[src/rtl/canvas_pkg.sv]
// Shared shape codes, canvas geometry, state encodings and addressing helper
// for the canvas drawing sequencer.
package canvas_pkg;

  localparam logic [2:0] SH_DOT  = 3'd1;
  localparam logic [2:0] SH_LINE = 3'd2;
  localparam logic [2:0] SH_RECT = 3'd3;
  localparam logic [2:0] SH_TRI  = 3'd4;

  localparam int unsigned CANVAS_W = 720;
  localparam int unsigned CANVAS_H = 600;

  localparam logic [15:0] COL_TRANSPARENT = 16'h0000;
  localparam logic [15:0] COL_RESET       = 16'hFFE0;

  typedef enum logic [2:0] {
    ST_IDLE,
    ST_DOT,
    ST_ARMED,
    ST_WAIT_B,
    ST_DRAW_LINE,
    ST_DRAW_RECT,
    ST_CLEAR
  } state_e;

  typedef enum logic [1:0] {
    RP_TOP,
    RP_BOTTOM,
    RP_LEFT,
    RP_RIGHT
  } rect_phase_e;

  function automatic logic [19:0] pixel_addr(input logic [9:0] x, input logic [9:0] y);
    return {y, x};
  endfunction

endpackage

[src/rtl/canvas_line_stepper.sv]
// Bresenham line core: loads endpoints on start and advances one pixel per
// accepted write until the end point is presented (last).
module canvas_line_stepper (
  input  logic       clk,
  input  logic       rst,
  input  logic       start,
  input  logic [9:0] x0,
  input  logic [9:0] y0,
  input  logic [9:0] x1,
  input  logic [9:0] y1,
  input  logic       step,
  output logic [9:0] x,
  output logic [9:0] y,
  output logic       last
);
  logic [9:0]         x_q, y_q, xe_q, ye_q, x_d, y_d;
  logic signed [11:0] dx_q, dy_q, err_q, err_d, adx, ady;
  logic signed [12:0] e2, dx_ext, dy_ext;
  logic               sx_q, sy_q;

  // dx is kept non-negative and dy non-positive, so err stays well inside 12 bits.
  always_comb begin
    adx    = (x1 >= x0) ? {2'b00, x1 - x0} : {2'b00, x0 - x1};
    ady    = (y1 >= y0) ? {2'b00, y1 - y0} : {2'b00, y0 - y1};
    e2     = {err_q, 1'b0};
    dx_ext = {dx_q[11], dx_q};
    dy_ext = {dy_q[11], dy_q};
    err_d  = err_q;
    x_d    = x_q;
    y_d    = y_q;
    if (e2 >= dy_ext) begin
      err_d = err_d + dy_q;
      x_d   = sx_q ? x_q - 10'd1 : x_q + 10'd1;
    end
    if (e2 <= dx_ext) begin
      err_d = err_d + dx_q;
      y_d   = sy_q ? y_q - 10'd1 : y_q + 10'd1;
    end
  end

  always_ff @(posedge clk) begin
    if (!rst) begin
      x_q   <= '0;
      y_q   <= '0;
      xe_q  <= '0;
      ye_q  <= '0;
      dx_q  <= '0;
      dy_q  <= '0;
      err_q <= '0;
      sx_q  <= 1'b0;
      sy_q  <= 1'b0;
    end else if (start) begin
      x_q   <= x0;
      y_q   <= y0;
      xe_q  <= x1;
      ye_q  <= y1;
      dx_q  <= adx;
      dy_q  <= -ady;
      err_q <= adx - ady;
      sx_q  <= (x1 < x0);
      sy_q  <= (y1 < y0);
    end else if (step && !last) begin
      x_q   <= x_d;
      y_q   <= y_d;
      err_q <= err_d;
    end
  end

  assign x    = x_q;
  assign y    = y_q;
  assign last = (x_q == xe_q) && (y_q == ye_q);

endmodule

[src/rtl/canvas_draw_sequencer.sv]
// Cursor-driven drawing front end: converts per-frame cursor hits, tool and
// colour selection into single-pixel frame-buffer write requests.
module canvas_draw_sequencer #(
  parameter int unsigned CANVAS_W    = canvas_pkg::CANVAS_W,
  parameter int unsigned CANVAS_H    = canvas_pkg::CANVAS_H,
  parameter int unsigned RELEASE_FRM = 3
) (
  input  logic        clk,
  input  logic        rst,
  input  logic        i_frame_end,
  input  logic        i_hit,
  input  logic [12:0] i_cur_x,
  input  logic [12:0] i_cur_y,
  input  logic [2:0]  i_shape,
  input  logic [15:0] i_color,
  input  logic        i_clear,
  output logic        o_wr_req,
  output logic [19:0] o_wr_addr,
  output logic [15:0] o_wr_data,
  input  logic        i_wr_ack,
  output logic        o_busy,
  output logic        o_anchor_vld,
  output logic [9:0]  o_anchor_x,
  output logic [9:0]  o_anchor_y
);
  import canvas_pkg::*;

  localparam logic [12:0] W13    = 13'(CANVAS_W);
  localparam logic [12:0] H13    = 13'(CANVAS_H);
  localparam logic [9:0]  X_LAST = 10'(CANVAS_W - 1);
  localparam logic [9:0]  Y_LAST = 10'(CANVAS_H - 1);
  localparam logic [7:0]  REL    = 8'(RELEASE_FRM);

  state_e      state_q;
  rect_phase_e phase_q;
  logic [7:0]  miss_q;
  logic        clr_q, req_q;
  logic [2:0]  shape_q;
  logic [15:0] color_q, data_q;
  logic [9:0]  ax_q, ay_q, px_q, py_q, rx0_q, rx1_q, ry0_q, ry1_q;
  logic [9:0]  cx, cy, xmin, xmax, ymin, ymax, ln_x, ln_y;
  logic        hit, miss, clr_rise, done, ln_start, ln_step, ln_last, rect_tall;

  assign cx        = i_cur_x[9:0];
  assign cy        = i_cur_y[9:0];
  assign hit       = i_frame_end & i_hit & (i_cur_x < W13) & (i_cur_y < H13);
  assign miss      = i_frame_end & ~hit;
  assign clr_rise  = i_clear & ~clr_q;
  assign done      = req_q & i_wr_ack;
  assign xmin      = (ax_q < cx) ? ax_q : cx;
  assign xmax      = (ax_q < cx) ? cx : ax_q;
  assign ymin      = (ay_q < cy) ? ay_q : cy;
  assign ymax      = (ay_q < cy) ? cy : ay_q;
  assign rect_tall = (ry1_q - ry0_q) > 10'd1;
  assign ln_start  = (state_q == ST_WAIT_B) & ~clr_rise & hit &
                     (i_shape == shape_q) & (shape_q == SH_LINE);
  assign ln_step   = (state_q == ST_DRAW_LINE) & done;

  canvas_line_stepper u_line (
    .clk   (clk),
    .rst   (rst),
    .start (ln_start),
    .x0    (ax_q),
    .y0    (ay_q),
    .x1    (cx),
    .y1    (cy),
    .step  (ln_step),
    .x     (ln_x),
    .y     (ln_y),
    .last  (ln_last)
  );

  always_ff @(posedge clk) begin
    if (!rst) begin
      state_q <= ST_IDLE;
      phase_q <= RP_TOP;
      miss_q  <= '0;
      clr_q   <= 1'b0;
      req_q   <= 1'b0;
      shape_q <= SH_LINE;
      color_q <= COL_RESET;
      data_q  <= '0;
      ax_q    <= '0;
      ay_q    <= '0;
      px_q    <= '0;
      py_q    <= '0;
      rx0_q   <= '0;
      rx1_q   <= '0;
      ry0_q   <= '0;
      ry1_q   <= '0;
    end else begin
      clr_q <= i_clear;
      if (hit)                        miss_q <= '0;
      else if (miss && miss_q != REL) miss_q <= miss_q + 8'd1;

      if (clr_rise) begin
        state_q <= ST_CLEAR;
        req_q   <= 1'b0;
        px_q    <= '0;
        py_q    <= '0;
        data_q  <= COL_TRANSPARENT;
      end else begin
        case (state_q)
          ST_IDLE: if (hit) begin
            if (i_shape == SH_DOT) begin
              state_q <= ST_DOT;
              px_q    <= cx;
              py_q    <= cy;
              data_q  <= color_q;
              req_q   <= 1'b1;
            end else if (i_shape == SH_LINE || i_shape == SH_RECT) begin
              state_q <= ST_ARMED;
              ax_q    <= cx;
              ay_q    <= cy;
              shape_q <= i_shape;
            end
          end
          ST_DOT: if (done) begin
            req_q   <= 1'b0;
            state_q <= ST_IDLE;
          end
          ST_ARMED: begin
            if (i_shape != shape_q)  state_q <= ST_IDLE;
            else if (miss_q == REL)  state_q <= ST_WAIT_B;
          end
          ST_WAIT_B: begin
            if (i_shape != shape_q) begin
              state_q <= ST_IDLE;
            end else if (hit) begin
              color_q <= i_color;
              data_q  <= i_color;
              req_q   <= 1'b1;
              if (shape_q == SH_LINE) begin
                state_q <= ST_DRAW_LINE;
              end else begin
                state_q <= ST_DRAW_RECT;
                phase_q <= RP_TOP;
                rx0_q   <= xmin;
                rx1_q   <= xmax;
                ry0_q   <= ymin;
                ry1_q   <= ymax;
                px_q    <= xmin;
                py_q    <= ymin;
              end
            end
          end
          ST_DRAW_LINE: if (done && ln_last) begin
            req_q   <= 1'b0;
            state_q <= ST_IDLE;
          end
          // Perimeter walk: top, bottom, then the inner spans of left and right columns.
          ST_DRAW_RECT: if (done) begin
            case (phase_q)
              RP_TOP: begin
                if (px_q != rx1_q) px_q <= px_q + 10'd1;
                else if (ry1_q != ry0_q) begin
                  phase_q <= RP_BOTTOM;
                  px_q    <= rx0_q;
                  py_q    <= ry1_q;
                end else begin
                  req_q   <= 1'b0;
                  state_q <= ST_IDLE;
                end
              end
              RP_BOTTOM: begin
                if (px_q != rx1_q) px_q <= px_q + 10'd1;
                else if (rect_tall) begin
                  phase_q <= RP_LEFT;
                  px_q    <= rx0_q;
                  py_q    <= ry0_q + 10'd1;
                end else begin
                  req_q   <= 1'b0;
                  state_q <= ST_IDLE;
                end
              end
              RP_LEFT: begin
                if (py_q != ry1_q - 10'd1) py_q <= py_q + 10'd1;
                else if (rx1_q != rx0_q) begin
                  phase_q <= RP_RIGHT;
                  px_q    <= rx1_q;
                  py_q    <= ry0_q + 10'd1;
                end else begin
                  req_q   <= 1'b0;
                  state_q <= ST_IDLE;
                end
              end
              default: begin
                if (py_q != ry1_q - 10'd1) py_q <= py_q + 10'd1;
                else begin
                  req_q   <= 1'b0;
                  state_q <= ST_IDLE;
                end
              end
            endcase
          end
          ST_CLEAR: begin
            if (!req_q) req_q <= 1'b1;
            else if (done) begin
              if (px_q != X_LAST) px_q <= px_q + 10'd1;
              else begin
                px_q <= '0;
                if (py_q != Y_LAST) py_q <= py_q + 10'd1;
                else begin
                  req_q   <= 1'b0;
                  state_q <= ST_IDLE;
                end
              end
            end
          end
          default: state_q <= ST_IDLE;
        endcase
      end
    end
  end

  assign o_wr_req     = req_q;
  assign o_wr_addr    = (state_q == ST_DRAW_LINE) ? pixel_addr(ln_x, ln_y) : pixel_addr(px_q, py_q);
  assign o_wr_data    = data_q;
  assign o_busy       = (state_q == ST_DRAW_LINE) || (state_q == ST_DRAW_RECT) || (state_q == ST_CLEAR);
  assign o_anchor_vld = (state_q == ST_ARMED) || (state_q == ST_WAIT_B);
  assign o_anchor_x   = ax_q;
  assign o_anchor_y   = ay_q;

endmodule

[config.mk]
export PLATFORM = sky130hd
export DESIGN_NAME = canvas_draw_sequencer
export DESIGN_NICKNAME = d
export VERILOG_FILES = /design/src/rtl/canvas_pkg.sv /design/src/rtl/canvas_line_stepper.sv /design/src/rtl/canvas_draw_sequencer.sv
export SDC_FILE = /design/constraint.sdc
export NUM_CORES = 1
export LEC_CHECK = 0
export CORE_MARGIN = 4
export CORE_UTILIZATION = 40
export CTS_CLUSTER_DIAMETER = 50
export CTS_CLUSTER_SIZE = 10
export DETAILED_ROUTE_END_ITERATION = 7
export PLACE_DENSITY = 0.56
export SYNTH_ARGS = -nofsm -noshare
export SYNTH_HDL_FRONTEND = slang
export SYNTH_HIERARCHICAL = 1
export SYNTH_SLANG_ARGS = --single-unit
[constraint.sdc]
create_clock -name clk -period 5.23 [get_ports clk]
set_clock_uncertainty 0.2 [all_clocks]
set_input_delay 0.523 -clock clk [delete_from_list [all_inputs] [get_ports clk]]
set_output_delay 0.523 -clock clk [all_outputs]
set_load 0.1 [all_outputs]
# After elaboration in Yosys (flattened, before gate mapping)
# Index checks and enable logic that the tools add are counted.
op_classes:
  n_eq_ne: 73
  order_cmp: 11
  n_bitwise: 18
  muxes: 117
  reduce_logical: 32
  n_addsub: 18
op_table:
  columns: ["op", "count"]
  rows:
  - ["10-bit two-way mux", 46]
  - ["10-bit one-hot mux with 4 select lines", 2]
  - ["3-bit two-way mux", 22]
  - ["16-bit two-way mux", 4]
  - ["10-bit one-hot mux with 3 select lines", 2]
  - ["3-bit != test (second input constant)", 19]
  - ["10-bit by 1-bit adder with 10-bit output (second input constant)", 5]
  - ["10-bit subtractor", 5]
  - ["12-bit two-way mux", 4]
  - ["4-bit != test (second input constant)", 11]
  - ["10-bit < comparator", 4]
  - ["10-bit != test", 4]
  - ["18-bit AND reduction", 2]
  - ["16-bit one-hot mux with 2 select lines", 1]
  - ["10-bit by 1-bit subtractor with 10-bit output (second input constant)", 3]
  - ["13-bit by 10-bit < comparator with 1-bit output (second input constant)", 2]
  - ["2-bit != test (second input constant)", 13]
  - ["3-bit one-hot mux with 7 select lines", 1]
  - ["10-bit equality test", 2]
  - ["10-bit greater-or-equal comparator", 2]
  - ["2-bit two-way mux", 10]
  - ["20-bit two-way mux", 1]
  - ["10-bit != test (second input constant)", 2]
  - ["1-bit two-way mux", 19]
  - ["46 further kinds", 83]
totals:
  input_bits: 51
  output_inout_bits: 59
  regBits: 206
  wordCells: 295

# Logic depth before layout (Yosys ltp)
logic_depth:
  depth_word: 9
  depth_mapped: 21
  ltp_nobuf: 21

# By module
# Netlist, hierarchy kept.
modules_own_cells:
  columns: ["mod", "seq_area_each_um2", "area_each_um2", "instances", "cells_per_inst"]
  rows:
  - ["canvas_draw_sequencer", 2602.5, 9018.6, 1, 1196]
  - ["canvas_line_stepper", 1521.5, 7928.9, 1, 960]

# Worst setup path before layout
# No wires, ideal clock.
synth_path:
  path_type: "register to register"
  start: "reg ax_q[0] (netlist: o_anchor_x[0])"
  end: "reg u_line.err_q[9]"
  slack_ps: 80
  path_buffers: 0
  t_arrival_ps: 4829
  t_required_ps: 4908
  setup_time_ps: 122
  path_stages_with_launch: 21
  synth_period_minus_slack_ps: 5150
  path_cell_list: "dfxtp_1 -> ha_1 -> inv_1 -> fa_1 -> a21o_1 -> a21oi_1 -> or3_4 -> a31oi_4 -> nor2_2 -> mux2i_1 -> inv_1 -> ha_1 -> nor2b_1 -> o21ai_0 -> a21boi_0 -> o21ai_0 -> a21oi_1 -> o21ai_0 -> mux2i_1 -> o2111ai_1 -> o311a_1"
synth_via:
  elab_chain_cells: 4
  elab_cells_between_ends: 6
  cone_classes: "3 x add/sub; 1 x order compare; 2 x mux"
synth_rtl:
  columns: ["item", "line", "source"]
  rows:
  - ["from (decl)", "canvas_draw_sequencer.sv:40", "logic [9:0] ax_q, ay_q, px_q, py_q, rx0_q, rx1_q, ry0_q, ry1_q;"]
  - ["from (signal assigned)", "canvas_draw_sequencer.sv:83", "ax_q <= '0;"]
  - ["from (signal assigned)", "canvas_draw_sequencer.sv:113", "ax_q <= cx;"]
  - ["10-bit subtractor or 10-bit greater-or-equal comparator (tied branches)", "canvas_line_stepper.sv:23", "adx = (x1 >= x0) ? {2'b00, x1 - x0} : {2'b00, x0 - x1};"]
  - ["10-bit two-way mux (*)", "canvas_line_stepper.sv:23", null]
  - ["named net u_line.adx[1]", "canvas_line_stepper.sv:17", "logic signed [11:0] dx_q, dy_q, err_q, err_d, adx, ady;"]
  - ["10-bit by 10-bit subtractor with 11-bit output (*)", "canvas_line_stepper.sv:59", "err_q <= adx - ady;"]
  - ["12-bit two-way mux (*)", "canvas_line_stepper.sv:52", "end else if (start) begin"]
  - ["to (signal assigned)", "canvas_line_stepper.sv:59", null]
  - ["to (signal assigned)", "canvas_line_stepper.sv:65", "err_q <= err_d;"]
  - ["to (decl)", "canvas_line_stepper.sv:17", null]
# The timed path passes the listed nets; every way through them passes the cells marked *.
# A chain may end at the register's enable or synchronous reset.

# Worst setup path after layout
layout_path:
  start: "reg u_line.err_q[2]"
  end: "reg u_line.err_q[11]"
layout_via:
  elab_chain_cells: 6
  elab_cells_between_ends: 8
  cone_classes: "2 x add/sub; 2 x order compare; 4 x mux"
layout_rtl:
  columns: ["item", "line", "source"]
  rows:
  - ["12-bit adder or 13-bit by 12-bit greater-or-equal comparator with 1-bit output (tied branches)", "canvas_line_stepper.sv:32, canvas_line_stepper.sv:31", null]
  - ["12-bit two-way mux", "canvas_line_stepper.sv:31", "if (e2 >= dy_ext) begin"]
  - ["12-bit by 11-bit adder with 12-bit output", "canvas_line_stepper.sv:36", "err_d = err_d + dx_q;"]
  - ["12-bit two-way mux (*)", "canvas_line_stepper.sv:35", "if (e2 <= dx_ext) begin"]
  - ["12-bit two-way mux (*)", "canvas_line_stepper.sv:62", "end else if (step && !last) begin"]
  - ["12-bit two-way mux (*)", "canvas_line_stepper.sv:52", null]
# Every way passes the cells marked *; elsewhere a longest branch is shown, timed or not. The select of a mux whose other input is x is not followed.

==> results.txt <==
The flow ran to the end, and the final reports show no timing, DRC or antenna violations. Setup violations remaining at the end of the flow were counted as 0. In this run the power spent charging and discharging nets is 1.56 mW. The worst-skew pair later-pin latency is 0.54 ns, and the global-route track usage on met3 is 4.35%. The clock tree synthesis step divided the H-tree into 2 levels.

By startpoint and endpoint, the worst setup path is classified as flip-flop to flip-flop. The switching part of the total is 31.6%. For this design the top-level I/O count stands at 110. Port buffering added 109 buffers.

The congestion estimate from routability-driven global placement came to 0.930. The tools report the gate count after technology mapping as 2156. The tool flagged a number of max-cap violations equal to 0. The net count of the finished layout is 2480. Among all flip-flop cells after synthesis, the most frequent one is dfxtp_1. The number of flops mapped to enable cells by yosys is 0, and the routed via count divided by cell count is 5.86. The worst setup margin was 0.322 ns; the final routed wirelength across all metal layers was 59100 microns.

The endpoint class of the critical path is a flip-flop. Summing all multi-input logic gate instances after layout gives 11900 sq um. The power density relative to cell area is 247 nW/um^2. TritonCTS built the clock tree. Maximum frequency from static timing analysis: 0.204 GHz. The run gives 19.9% as the worst max-slew margin expressed relative to the limit.

The pin slew with the least headroom to its limit was 1.19 ns. The type of the worst min-delay path was flip-flop to flip-flop. 0 antenna diodes ended up in the layout.

In this run, the number of DRC markers left after iteration 0 of detailed routing was 1350. The internal power of the cells totals 3.39 mW. For this configuration, the core starts out at a cell density of 40.4%. Clock-pin slew was measured on the worst setup and hold paths at 0.05 ns. The tools report the critical path data arrival time as 5.15 ns.

The post-place setup slack is -0.0754 ns. In the final layout, flip-flops and latches occupy 4120 sq um. The static leakage was 8.27 nW. The floorplan step set the die width to 214 microns. The worst voltage drop across the vdd grid is 0.266 mV. Yosys printed 6 warnings. The clock network accounts for 47.1% of the total power.

The layout overhead on the synthesized area was 18.2%; the wire length per cell was 20.8 microns. Detailed placement ended at an HPWL of 44200 microns. Once the clock tree was built, the resizer swapped 0 gates to a different size. The via count is 16623, and the number of filler cells placed in the layout is 4091. The longest clock path from root to sink contains 3 buffers. On the final layout, the worst hold slack is 0.255 ns. The run gives 36.6% as the met1 usage. STA puts the critical path data required time at 5.47 ns.

The run gives 75 as the number of rows created at floorplan. The placeable core region was 41900 sq um. STA classifies the critical path startpoint as a flip-flop.

The most utilized layer in the global route result was met2. The run gives 91500 microns as the global-route wire length before repair. The number of buffers added by the clock tree synthesis step came out at 36.

In this run the worst path has a maximum fanout of 15. The number of unique standard cell types used by synthesis came out at 103. The logs give 1 for the number of antenna violations at the first check in global routing and 2836 for the post-route non-filler standard cell count. Once layout is done, the placed cells without fillers occupy 20000 sq um.

The largest net degree at the start of global routing is 93, and the portion of total power attributed to combinational logic is 20.1%. The number of sinks handled by clock tree synthesis was 206. For this run, the detailed router's first-pass iteration total came to 6. The tools report the number of remaining DRC errors as 0. The number of nets in the synthesized netlist is 2361.

The number of global-route vias before repair was 15941; the floorplan die height was 214 microns. Cells with a size suffix above 1 make up 10.3% of the layout. The post-CTS setup-driven buffer insertion count came out at 0.

Dividing the final minimum period by the clock period gives 93.8%. The fraction of synthesis flops using an asynchronous set or reset pin works out to 0%. The tools report the root buffer selected by CTS as clkbuf_16.

Count of hold-fix buffers inserted at cts: 0. The number of placed instances, taps included, is 2776. The number of register bits inferred by synthesis is 206, and the mean area per synthesized cell is 7.86 sq um.

For the post-synthesis instance area, the log shows 16900 sq um. The count of nets left with antenna violations once routing finished came out at 0. Global routing finished with a remaining overflow of 0. The run gives 0 as the final count of pins violating max slew. The share of the Yosys chip area taken by registers is 24.3%.

For met2 alone, demand over resource in global routing was 38.5%. For the number of hold violations in the final report, the log shows 0. Across every metal layer, demand over resource in global routing totals 25.1%. The portion of total power attributed to sequential cells was 32.8%. The final period demand of the worst path is 4.91 ns.

Setup repair after global routing left no endpoint under its margin. The logs give 45700 sq um for the overall die area and 18900 sq um for the total cell area at the placement stage.
-- per-layer routing --
layer | vias to the layer above | share of wire [%]
li1 | 8049 | -
met1 | 7954 | 47
met2 | 548 | 44
met3 | 72 | 7.0
met4 | 0 | 2.2
met5 | - | 0
-- sequential cells by signal (all words and copies together), names as in the netlist, 2 cells and up --
name	count
color_q	16
miss_q	8
o_anchor_x	10
o_anchor_y	10
o_wr_data	16
phase_q	2
px_q	10
py_q	10
rx0_q	10
rx1_q	10
ry0_q	10
ry1_q	10
shape_q	3
state_q	3
u_line/dx_q	10
u_line/dy_q	12
u_line/err_q	12
u_line/x	10
u_line/xe_q	10
u_line/y	10
u_line/ye_q	10
-- power groups by stage --
stage	Sequential (mW)	Clock, mW	Combinational (mW)
after floorplan	1.64	0	0.678
after global placement	1.66	0	0.964
after detailed placement	1.66	0	0.974
after CTS	1.62	2.38	0.980
after global routing	1.63	2.45	1.08
final	1.63	2.33	0.996
-- cells in the final DEF (no fill, tap or decap), types with 30 or more instances in the layout --
master / n
a21o_1: 35
a211oi_1: 67
nand2_1: 260
clkbuf_16: 36
nor2_1: 181
o211ai_1: 30
buf_4: 95
inv_1: 138
nand3_1: 67
a21oi_1: 146
dfxtp_1: 206
clkdlybuf4s50_1: 93
mux2i_1: 69
o21ai_0: 88
xor2_1: 59
ha_1: 144
nor3_1: 39
xnor2_1: 80
-- cells by family after synthesis --
group / count (synthesis) / synth area share (%)
XOR/XNOR: 139 / 7.18
flip-flops: 206 / 24.3
AO/OA/AOI/OAI: 584 / 24.3
AND/OR/NAND/NOR: 718 / 20.0
multiplexers: 105 / 6.62
buffers and inverters: 250 / 5.77
adder cells (fa/ha/maj): 154 / 11.8
-- synth_stat cells (all sizes together) (11+ instances only) --
cell type / number / area, sq um
and2: 14 / 87.6
a31oi: 24 / 210
a311oi: 16 / 146
a211oi: 70 / 541
nor2: 186 / 706
nand4: 25 / 163
nand2: 260 / 976
mux2: 34 / 387
a221o: 11 / 110
o211a: 15 / 150
and3: 19 / 119
or3: 11 / 73.8
inv: 140 / 526
xnor2: 80 / 701
a21oi: 150 / 762
nand2b: 13 / 81.3
buf: 30 / 151
nor3: 41 / 221
a21boi: 11 / 82.6
dfxtp: 206 / 4120
ha: 144 / 1800
nor2b: 21 / 131
a21o: 35 / 263
o21ai: 102 / 514
clkbuf: 80 / 302
mux2i: 71 / 736
nand3: 68 / 345
o31ai: 12 / 95.1
xor2: 59 / 517
o211ai: 30 / 225
nor4: 20 / 144
-- stage by stage --
step,power (mW),setup TNS (ns),util [%]
after floorplan,2.32,0,-
after global placement,2.62,0,45.0
after detailed placement,2.63,-0.115,45.0
after CTS,4.99,0,47.8
after global routing,5.15,0,47.8
final,4.96,0,47.8
-- final timing paths --
check	startpoint	endpoint	slack (ns)	depth (start not counted)
max reg2reg	u_line/err_q[2]	u_line/err_q[11]	0.32	18
max	u_line/err_q[2]	u_line/err_q[11]	0.32	18
min	color_q[3]	color_q[3]	0.25	2
min reg2reg	color_q[3]	color_q[3]	0.25	2
-- final cells by class --
cell class | instances | area share [%]
inverters | 140 | 2.62
flip-flops and latches | 206 | 20.6
repair buffers | 191 | 8.43
clock inverters | 21 | 1.18
well taps | 539 | 3.37
multi-input cells | 1700 | 59.2
clock buffers | 39 | 4.60
-- worst max-delay path, stage by stage, from the launching register on --
cell and delay, ns:
dfxtp_1 0.49, ha_1 0.31, a21o_1 0.17, a211oi_1 0.23, a21oi_1 0.10, a2111o_1 0.45, a31oi_4 0.21, buf_4 0.23
mux2i_1 0.38, ha_1 0.30, a21o_1 0.16, a21oi_1 0.26, o211ai_1 0.18, a31o_2 0.27, a21o_1 0.20, a21oi_1 0.17
nor3_1 0.08, xor2_1 0.20, a211oi_1 0.23
No activity file was read; power rests on OpenSTA's default activity.
==> patch: new RTL, same settings <==
Make the reset (`rst`) asynchronous in 2 clocked blocks.
--- a/src/rtl/canvas_line_stepper.sv
+++ b/src/rtl/canvas_line_stepper.sv
@@ -39,5 +39,5 @@
   end
 
-  always_ff @(posedge clk) begin
+  always_ff @(posedge clk or negedge rst) begin
     if (!rst) begin
       x_q   <= '0;
--- a/src/rtl/canvas_draw_sequencer.sv
+++ b/src/rtl/canvas_draw_sequencer.sv
@@ -71,5 +71,5 @@
   );
 
-  always_ff @(posedge clk) begin
+  always_ff @(posedge clk or negedge rst) begin
     if (!rst) begin
       state_q <= ST_IDLE;
Function: not settled (the Yosys comparison gave no result); the edit may change what the design does.
==> patch against the unedited design <==
- final area rose by 5.1%
- critical path depth increased by 4
- wire length is 6.4% lower
- sequential cell count did not move
- first-iteration DRC count down 5.9%
- worst setup slack worse by 0.076 ns
- synthesized area grew 2.4%
- highest routed layer is now met5
Power is not compared: it rests on default switching activity, and its combinational part moved more than twofold at a synthesized area within 25%.
==> patch: results (changes against the unedited design) <==
The flow ran to the end, and the final reports show no timing, DRC or antenna violations. The wire length of the first global-routing pass was 86.5 mm (-5.5%). Following the worst setup path forward leads to its endpoint at u_line/err_q[9]. The sequential logic power was 2.20 mW. The post-layout net count was 2378 (-4.1%); the data arrival time of the worst path was 5.21 ns (+0.06 ns). The logs give 4114 (+0.56%) for the filler cell count and 29.8% (+5.5 points) for the sequential element share of the synthesized area.

The peak fanout along the critical path works out to 5 (-10). Ranked by total cell area, the synthesized netlist is headed by sky130_fd_sc_hd__dfrtp_1, sky130_fd_sc_hd__ha_1, sky130_fd_sc_hd__mux2_2. The run gives 2207 (-6.5%) as the number of nets produced by synthesis. The share of flip-flops with an asynchronous set or reset is 100% (+100 points), and the sequential cell area share is 24.6% (+4.0 points).

Number of global-route vias before repair: 15500 (-2.9%). The launching instance or port of the critical path was i_cur_x[0]. The tools report the Yosys warning count as 6 (unchanged). The library cell contributing the largest single delay on the critical path was sky130_fd_sc_hd__clkdlybuf4s50_1.

The depth of the worst register-to-register path came out at 18 (unchanged). Delay of the slowest critical-path stage: 0.46 ns (-0.03 ns). The number of clock buffers in the layout was 44 (+13%); the fraction of final layout cells sized beyond drive strength 1 was 15.0% (+4.7 points). The fraction of area in clock buffers and inverters was 5.89% (+0.11 points); the area taken by multi-input logic gates was 11400 um2 (-4.2%). The tightest slew margin relative to the limit is 29.6% (+9.8 points), and the number of signal-net buffers in the layout is 228 (+19%). Ranked by instance count, the synthesized netlist is headed by sky130_fd_sc_hd__dfrtp_1, sky130_fd_sc_hd__nand2_1, sky130_fd_sc_hd__a21oi_1. Average wire per standard cell: 19.9 um (-4.7%). The cell area reported after detailed placement was 19700 um2 (+4.6%); the HPWL after detailed placement was 40.7 mm (-7.8%).

The detailed-route via count came out at 15900 (-4.4%). The hold-fix buffer count after cts was 1 (+1). The logs give 22.9% (-2.2 points) for the combined global-route utilization of all metal layers and 585 (+8.5%) for the tap cell instance count. For the post-placement worst setup slack, the log shows -0.393 ns (-0.317 ns). In this run the critical register-to-register path is launched from u_line/err_q[11]. The DRC marker count from the first detailed-route iteration is 1271 (-5.9%). The non-clock buffer share of cell area is 9.57% (+1.1 points). The number of multi-input combinational cells was 1560 (-8.2%). Share of the cycle needed by the critical path after routing: 95.3% (+1.5 points). The maximum number of pins on one net before global-route repair was 124 (+33%). The routability congestion estimate from global placement is 0.921 (-0.89%), and the number of logic inverters in the finished layout is 141 (+0.71%).

The distinct cell type count after synthesis was 90 (-13%). Capture instance of the worst register-to-register path: u_line/err_q[10].
-- patch: cell types whose count changed after synthesis, moves of 17 or more --
cell	delta
sky130_fd_sc_hd__nand3_1	-32
sky130_fd_sc_hd__dfrtp_1	+194
sky130_fd_sc_hd__o21a_1	+17
sky130_fd_sc_hd__nor2_1	-19
sky130_fd_sc_hd__a211oi_1	-51
sky130_fd_sc_hd__dfxtp_1	-206
sky130_fd_sc_hd__mux2_2	+67
sky130_fd_sc_hd__nand2_1	-89
sky130_fd_sc_hd__a21oi_1	+20
-- patch: cells by family after synthesis --
family / Yosys count / synth area share [%]
AND/OR/NAND/NOR: 574 / 16.0
AO/OA/AOI/OAI: 525 / 19.9
buffers and inverters: 236 / 5.29
flip-flops: 206 / 29.8
multiplexers: 169 / 10.4
adder cells (fa/ha/maj): 154 / 11.5
XOR/XNOR: 138 / 6.96
-- patch: worst min path at each step --
stage                          to  slack, ns  cells after the start          start
floorplan                   clr_q       0.03                      0            rst
global placement     o_wr_data[8]       0.26                      2   o_wr_data[8]
detailed placement  o_wr_data[13]       0.27                      2  o_wr_data[13]
CTS                         clr_q       0.27                      1        i_clear
global route                clr_q       0.28                      1        i_clear
finish              o_wr_data[13]       0.28                      2  o_wr_data[13]
-- patch: metrics by stage --
step	util (%)	std cells
floorplan	-	2002
global placement	45.9	2718
detailed placement	45.9	2718
CTS	48.9	2782
global route	49.0	2783
finish	49.0	2783
-- patch: routing by layer --
layer | up-vias | global-route usage (%) | share of wire [%] | wire (um)
li1 | 7563 | - | - | -
met1 | 7722 | 33.5 | 47 | 26200
met5 | - | 0 | 0.033 | 18
met3 | 114 | 4.22 | 6.4 | 3510
met4 | 2 | 6.96 | 3.2 | 1770
met2 | 498 | 34.6 | 43 | 23800
